[src/rtl/overcooked_pkg.sv]
// overcooked_pkg: kitchen object codes, grid geometry and shared grid types
package overcooked_pkg;
  localparam int GRID_W = 13;
  localparam int GRID_H = 8;
  localparam logic [3:0] G_EMPTY         = 4'd0;
  localparam logic [3:0] G_ONION_WHOLE   = 4'd1;
  localparam logic [3:0] G_ONION_CHOPPED = 4'd2;
  localparam logic [3:0] G_BOWL_EMPTY    = 4'd3;
  localparam logic [3:0] G_BOWL_FULL     = 4'd4;
  localparam logic [3:0] G_POT_EMPTY     = 4'd5;
  localparam logic [3:0] G_POT_COOKING   = 4'd6;
  localparam logic [3:0] G_POT_DONE      = 4'd7;
  localparam logic [3:0] G_POT_BURNT     = 4'd8;
  localparam logic [3:0] G_FIRE          = 4'd9;
  localparam logic [3:0] G_EXTINGUISHER  = 4'd10;
  typedef logic [GRID_H-1:0][GRID_W-1:0][3:0] grid_t;
  typedef struct packed {
    logic [3:0] x;
    logic [2:0] y;
    logic [3:0] expected;
    logic [3:0] value;
  } grid_req_t;
  function automatic grid_t init_grid();
    grid_t g;
    g = '0;
    g[2][0] = G_ONION_WHOLE;
    g[3][0] = G_ONION_WHOLE;
    g[6][12] = G_BOWL_EMPTY;
    for (int x = 8; x <= 11; x++) g[0][x] = G_POT_EMPTY;
    g[0][7] = G_EXTINGUISHER;
    return g;
  endfunction
endpackage

[src/rtl/grid_write_arbiter_rr_pick.sv]
// rr_pick: combinational round-robin picker, search starts one past the pointer and wraps
module rr_pick #(
  parameter int N = 4,
  parameter int W = 2
) (
  input  logic [N-1:0] i_elig,
  input  logic [W-1:0] i_ptr,
  output logic         o_grant_valid,
  output logic [W-1:0] o_grant_idx
);
  // walk candidates furthest-first so the nearest eligible one after the pointer wins
  always_comb begin
    o_grant_valid = 1'b0;
    o_grant_idx = '0;
    for (int k = N; k >= 1; k--) begin
      if (i_elig[(int'(i_ptr) + k) % N]) begin
        o_grant_valid = 1'b1;
        o_grant_idx = W'((int'(i_ptr) + k) % N);
      end
    end
  end
endmodule

[src/rtl/grid_write_arbiter.sv]
// grid_write_arbiter: owns object_grid, serialises player CAS writes and serving-window clears (optional GRID_ARB_WAIT_STATS_EN adds wait counters and max_wait)
module grid_write_arbiter
  import overcooked_pkg::*;
#(
  parameter int NUM_REQ = 4
) (
  input  logic                                vsync,
  input  logic                                reset_n,
  input  logic [1:0]                          num_players,
  input  logic [1:0]                          sys_clear,
  input  logic [NUM_REQ-1:0]                  req_valid,
  input  logic [NUM_REQ-1:0][3:0]             req_x,
  input  logic [NUM_REQ-1:0][2:0]             req_y,
  input  logic [NUM_REQ-1:0][3:0]             req_expect,
  input  logic [NUM_REQ-1:0][3:0]             req_value,
  output logic [NUM_REQ-1:0]                  req_ack,
  output logic [NUM_REQ-1:0]                  req_ok,
  output logic [1:0]                          last_grant,
`ifdef GRID_ARB_WAIT_STATS_EN
  output logic [7:0]                          max_wait,
`endif
  output logic [GRID_H-1:0][GRID_W-1:0][3:0] object_grid
);
  grid_t r_grid;
  logic [NUM_REQ-1:0] r_ack, r_ok, w_active, w_elig;
  logic [1:0] r_last, w_gi;
  logic [2:0] w_cnt;
  logic w_gv, w_hit_clear, w_ok;
  grid_req_t w_req;
  assign w_cnt = num_players == 2'd0 ? 3'd1 : {1'b0, num_players};
  // ports at or above the active player count never compete
  always_comb begin
    w_active = '0;
    for (int i = 0; i < NUM_REQ; i++) w_active[i] = i < int'(w_cnt);
  end
  assign w_elig = req_valid & w_active & ~r_ack;
  rr_pick #(.N(NUM_REQ), .W(2)) u_pick (
    .i_elig(w_elig),
    .i_ptr(r_last),
    .o_grant_valid(w_gv),
    .o_grant_idx(w_gi)
  );
  assign w_req = '{x: req_x[w_gi], y: req_y[w_gi], expected: req_expect[w_gi], value: req_value[w_gi]};
  assign w_hit_clear = w_req.x == 4'd12 && ((sys_clear[0] && w_req.y == 3'd4) || (sys_clear[1] && w_req.y == 3'd5));
  assign w_ok = w_gv && w_req.x < 4'(GRID_W) && {1'b0, w_req.y} < 4'(GRID_H) && !w_hit_clear && r_grid[w_req.y][w_req.x] == w_req.expected;
  // one grant per frame; the serving-window clear lands after the player write so it always wins
  always_ff @(negedge vsync) begin
    if (!reset_n) begin
      r_grid <= init_grid();
      r_ack <= '0;
      r_ok <= '0;
      r_last <= '0;
    end else begin
      r_ack <= '0;
      r_ok <= '0;
      if (w_gv) begin
        r_ack[w_gi] <= 1'b1;
        r_ok[w_gi] <= w_ok;
        r_last <= w_gi;
      end
      if (w_ok) r_grid[w_req.y][w_req.x] <= w_req.value;
      if (sys_clear[0]) r_grid[4][12] <= G_EMPTY;
      if (sys_clear[1]) r_grid[5][12] <= G_EMPTY;
    end
  end
  assign req_ack = r_ack;
  assign req_ok = r_ok;
  assign last_grant = r_last;
  assign object_grid = r_grid;
`ifdef GRID_ARB_WAIT_STATS_EN
  logic [NUM_REQ-1:0][7:0] r_wait;
  logic [7:0] r_max, w_max;
  // largest outstanding wait across all ports
  always_comb begin
    w_max = '0;
    for (int i = 0; i < NUM_REQ; i++) w_max = r_wait[i] > w_max ? r_wait[i] : w_max;
  end
  // saturating per-port wait counters, zeroed when the port is granted
  always_ff @(negedge vsync) begin
    if (!reset_n) begin
      r_wait <= '0;
      r_max <= '0;
    end else begin
      for (int i = 0; i < NUM_REQ; i++)
        r_wait[i] <= (w_gv && w_gi == 2'(i)) ? 8'd0 : (w_elig[i] && r_wait[i] != 8'hff) ? r_wait[i] + 8'd1 : r_wait[i];
      r_max <= w_max;
    end
  end
  assign max_wait = r_max;
`endif
endmodule

[config.mk]
export PLATFORM = sky130hd
export DESIGN_NAME = grid_write_arbiter
export DESIGN_NICKNAME = d
export VERILOG_FILES = /design/src/rtl/overcooked_pkg.sv /design/src/rtl/grid_write_arbiter_rr_pick.sv /design/src/rtl/grid_write_arbiter.sv
export SDC_FILE = /design/constraint.sdc
export NUM_CORES = 1
export LEC_CHECK = 0
export CAP_MARGIN = 20
export CORE_MARGIN = 1.5
export CORE_UTILIZATION = 54
export CTS_CLUSTER_SIZE = 14
export DETAILED_ROUTE_END_ITERATION = 10
export PLACE_DENSITY = 0.86
export SLEW_MARGIN = 0
export SYNTH_ARGS = -nofsm -noshare
export SYNTH_HDL_FRONTEND = slang
export SYNTH_HIERARCHICAL = 1
export SYNTH_SLANG_ARGS = --single-unit
[constraint.sdc]
create_clock -name vsync -period 8 [get_ports vsync]
set_input_delay 0.8 -clock vsync [delete_from_list [all_inputs] [get_ports vsync]]
set_output_delay 0.8 -clock vsync [all_outputs]
set_load 0.01 [all_outputs]
==> results of run 1 <==
[layer usage]
layer,GRT overflow,track usage (%)
met5,9,74.2
met4,294,101
met3,46,86.9
met2,451,104
met1,52,89.4
[cell families after synthesis]
kind of cell           synth area share (%)
buffers and inverters                  5.91
other                                0.0182
AO/OA/AOI/OAI                          14.8
AND/OR/NAND/NOR                        14.8
flip-flops                             41.4
multiplexers                           23.0
[what timing repair did]
| action | 4_1_cts |
|---|---|
| cloned | 17 |
| endpoints found under the hold margin | 0 |
| buffers inserted | 65 |
| pin swaps | 52 |
| endpoints found under the setup margin | 420 |
| hold buffers | 0 |
| resized for setup | 334 |
[synthesized netlist by cell type, drive strengths merged, types with 7 or more instances]
cell type	n	share of area (%)
a211oi	12	0.44
a21oi	23	0.58
a22o	13	0.55
a2bb2o	28	1.5
a31oi	9	0.27
a41oi	11	0.50
and2	12	0.36
buf	93	3.0
clkbuf	83	1.5
dfxtp	426	41
inv	74	1.3
mux2	25	1.4
mux2i	385	19
mux4	27	3.0
nand2	373	6.8
nand2b	16	0.49
nand3	60	1.5
nand3b	10	0.43
nand4	34	1.0
nor2	66	1.2
nor2b	10	0.30
nor3	31	0.80
nor4	14	0.60
o211ai	8	0.29
o21ai	29	0.72
o221ai	35	1.5
o22ai	122	3.7
o2bb2ai	16	0.68
o31ai	7	0.28
o41ai	16	1.8
or2	7	0.21
[per-stage QoR]
step	TNS, ns	worst slack (ns)	util, %
3_5_place_dp	-818.37	-2.14	77.1
4_1_cts	-353.39	-0.957	92.2
3_3_place_gp	-770.41	-2.06	77.1
2_1_floorplan	-240.26	-0.669	-
==> metrics, run 1 <==
Stop stage=5_1_grt; post-synthesis sequential area ratio=41.4%; row count=71; Initial Util=54.8%; Remaining Overflow, GRT=852; Placement Cell Area=29000 um^2; asr flop ratio synth=0%; hpwl dp=84.3 mm; synthesized instance count=2149; Clock Tree Buf Depth=3; DP Cell Count=3348; port bufs=494; EDFF count, synth=0; total CTS buffers=45; CTS root buffer=clkbuf_16; register bit total from synthesis=426; io pins=496; Tot GR Track Use=94.2%; die height=198 um; post-synth cell types=87; H-tree levels=2; RD Place Congestion=1.14; pin count of the biggest net entering global routing=76; status=did not finish; Error=[ERROR GRT-0232] Routing congestion too high. Check the congestion heatmap in the GUI.; Synth Flop Type=dfxtp_1; Yosys Warn Count=6; syn avg cell area=9.58 um^2; CTS sink count=426; DIE WIDTH=198 um; Cell Area, Synth=20600 um^2
==> inputs of run 2 (changes only) <==
- CORE_UTILIZATION: 54 -> 40
- CTS_CLUSTER_SIZE: 14 -> default
- PLACE_DENSITY: 0.86 -> default
- PLACE_DENSITY_LB_ADDON: default -> 0.15
==> metrics, run 2 <==
status=finished with violations; violated checks=setup timing; setup repair after global routing missed its margin=true; hpwl dp=89.8 mm; Clock Tree Buf Depth=3; Setup WS post-layout=-1.03 ns; Tot GR Track Use=43.8%; io pins=496; Post-Route Utilization=70.3%; total CTS buffers=47; Area contributors post-synth=dfxtp_1 (41%), mux2i_1 (19%), nand2_1 (6.8%); max FFs per register=416; Max-Cap Viols=0; most frequent cell after synthesis=dfxtp_1; commonest non-fill, non-tap cell in the layout=inv_1; slew margin rel.=28.4%; fin cells=4128; Worst-path clk slew=0.03 ns; DP Cell Count=3519; Worst Clk Skew=0.0373 ns; port bufs=494; Critical Path Max Stage Delay=0.77 ns; Final Max Slew Viols=0; CTS root buffer=clkbuf_16; Post-DRT Antenna Nets=0; overall power=0.00790 W; worst skew pair latency=0.66 ns; Core Area=50500 um^2; worst-path cell with the longest stage delay=mux4_4; CTS sink count=426; CP startpoint kind=input port; syn avg cell area=9.58 um^2; final WL=123 mm; Area Growth Syn to Fin=72.5%; Least-Margin Pin Slew=1.07 ns; RD Place Congestion=1.02; Initial Util=40.8%; nets=3485; Synth Flop Type=dfxtp_1; WS Path Type=in -> reg; CP arrival=5.60 ns; HP Class=reg -> reg; via count=24.9k; layout cell share with drive strength beyond 1=25.2%; TritonRoute pass-1 iters=5; die height=230 um; Max IR drop VDD=0.000158 V; DR vias/cell=6.02; initial antenna violation count=6; Final Hold Fails=0; most frequent cells in the layout=inv_1 (511), clkdlybuf4s50_1 (488), dfxtp_1 (426); register bit total from synthesis=426; Remaining Overflow, GRT=0; EDFF count, synth=0; H-tree levels=2; # setup viols final=420; pin count of the biggest net entering global routing=152; post-synthesis sequential area ratio=41.4%; power density over the cells=223 nW/um^2; DIE WIDTH=230 um; wire per inst=29.7 um; Cell Area, Synth=20600 um^2; Lkg Pwr=16.6 nW; WP data required=4.57 ns; 1st-iter DRT viols=3160; post-synth cell types=87; asr flop ratio synth=0%; Post-synth top cells=dfxtp_1 (426), mux2i_1 (385), nand2_1 (371), o22ai_1 (122), clkbuf_1 (83); first-pass GRT wire length=167 mm; post-synth top area cell=dfxtp_1; synthesized instance count=2149; crit path cell chain=buf_6, and4b_1, nand2b_1, a21oi_2, o221ai_4, buf_12, mux4_4, buf_12, buf_8, buf_8, mux4_2, nand2_1, a31oi_1, nand4_1, o41ai_4, buf_4, nor3_4, buf_6, o22ai_4, or4_4, a2bb2o_2; Layout fillers=3882; Critical Path End Type=register; Yosys Warn Count=6; Die Footprint=52800 um^2; via count of the first global-routing pass=24.3k; detailed-route DRC error count=0; Worst path top cell family by delay=simple AND/OR/NAND/NOR gates; Max FO, Critical Path=13; Yosys top cell area share=41.4%; CTS tree=built; row count=82; WP buf/inv=7
## run 2: cell counts after synthesis
Identical to the previous run, type by type.
## run 2: per-layer routing
| layer | wire, um | part of all wire (%) | track usage, % | vias to the layer above |
|---|---|---|---|---|
| met2 | 52100 | 42 | 63.7 | 1918 |
| met1 | 48400 | 40 | 58.7 | 12100 |
| met3 | 16200 | 13 | 14.2 | 393 |
| met4 | 5800 | 4.7 | 19.6 | 2 |
| met5 | 12 | 0.0098 | 0 | - |
| li1 | - | - | - | 10400 |
## run 2: cell type report
| cell class | instances | area (um^2) | area share [%] |
|---|---|---|---|
| Multi-Input combinational cell | 1476 | 12700 | 35.7 |
| Timing Repair Buffer | 964 | 9920 | 28.0 |
| Sequential cell | 426 | 8530 | 24.0 |
| Clock inverter | 464 | 2010 | 5.65 |
| Clock buffer | 49 | 1230 | 3.45 |
| Tap cell | 672 | 841 | 2.37 |
| Inverter | 74 | 278 | 0.782 |
| Antenna cell | 3 | 7.51 | 0.0211 |
## run 2: where the power goes
group | switching [W] | leakage [nW] | total [W] | internal [W]
combinational | 0.00138 | 10.1 | 0.00250 | 0.00112
clock | 0.00159 | 3.08 | 0.00325 | 0.00166
sequential | 0.00000836 | 3.43 | 0.00215 | 0.00214
total | 0.00298 | 16.6 | 0.00790 | 0.00492
## run 2: cells by family (layout without fill, tap and decap cells)
| kind of cell | Yosys count | count (layout) | share of synthesized area, % |
|---|---|---|---|
| flip-flops | 426 | 426 | 41.4 |
| AO/OA/AOI/OAI | 374 | 374 | 14.8 |
| AND/OR/NAND/NOR | 660 | 661 | 14.8 |
| multiplexers | 437 | 437 | 23.0 |
| other | 1 | 7 | 0.0182 |
| buffers and inverters | 251 | 1551 | 5.91 |
## run 2: stage by stage
step / instance area, um^2 / worst slack, ns / TNS, ns / hold slack (ns)
final: 35500 / -1.03 / -369.91 / 0.485
after global routing: 35500 / -1.07 / -391.21 / 0.513
after global placement: 29500 / -2.38 / -877.16 / 0.473
after floorplan: 21200 / -0.669 / -240.26 / 0.476
after detailed placement: 29500 / -2.43 / -907.42 / 0.482
after CTS: 34500 / -0.931 / -323.71 / 0.487
## run 2: worst register-to-register path: stages (launching register included)
cell and delay [ns]:
dfxtp_1 0.49, nand2b_1 0.18, a21oi_2 0.07, o221ai_4 0.20, buf_12 0.16, mux4_4 0.78, buf_12 0.22, buf_8 0.14
buf_8 0.14, mux4_2 0.45, nand2_1 0.08, a31oi_1 0.09, nand4_1 0.19, o41ai_4 0.13, buf_4 0.16, nor3_4 0.30
buf_6 0.16, o22ai_4 0.14, or4_4 0.71, a2bb2o_2 0.28
## run 2: timing repair
| action | in CTS | in global routing |
|---|---|---|
| endpoints found under the hold margin | 0 | 0 |
| gates cloned | 8 | 7 |
| setup buffers | 49 | 41 |
| hold buffers | 0 | 0 |
| endpoints found under the setup margin | 420 | 420 |
| gates resized for setup | 250 | 129 |
| pin swaps | 72 | 45 |
## run 2: final timing paths
check	startpoint	end	slack [ns]	cells past startpoint
max	req_valid[2]	object_grid[338]	-1.03	21
min reg2reg	object_grid[408]	object_grid[408]	0.48	2
min	object_grid[408]	object_grid[408]	0.48	2
max reg2reg	last_grant[1]	object_grid[338]	2.88	19
No activity file was read; power rests on OpenSTA's default activity.
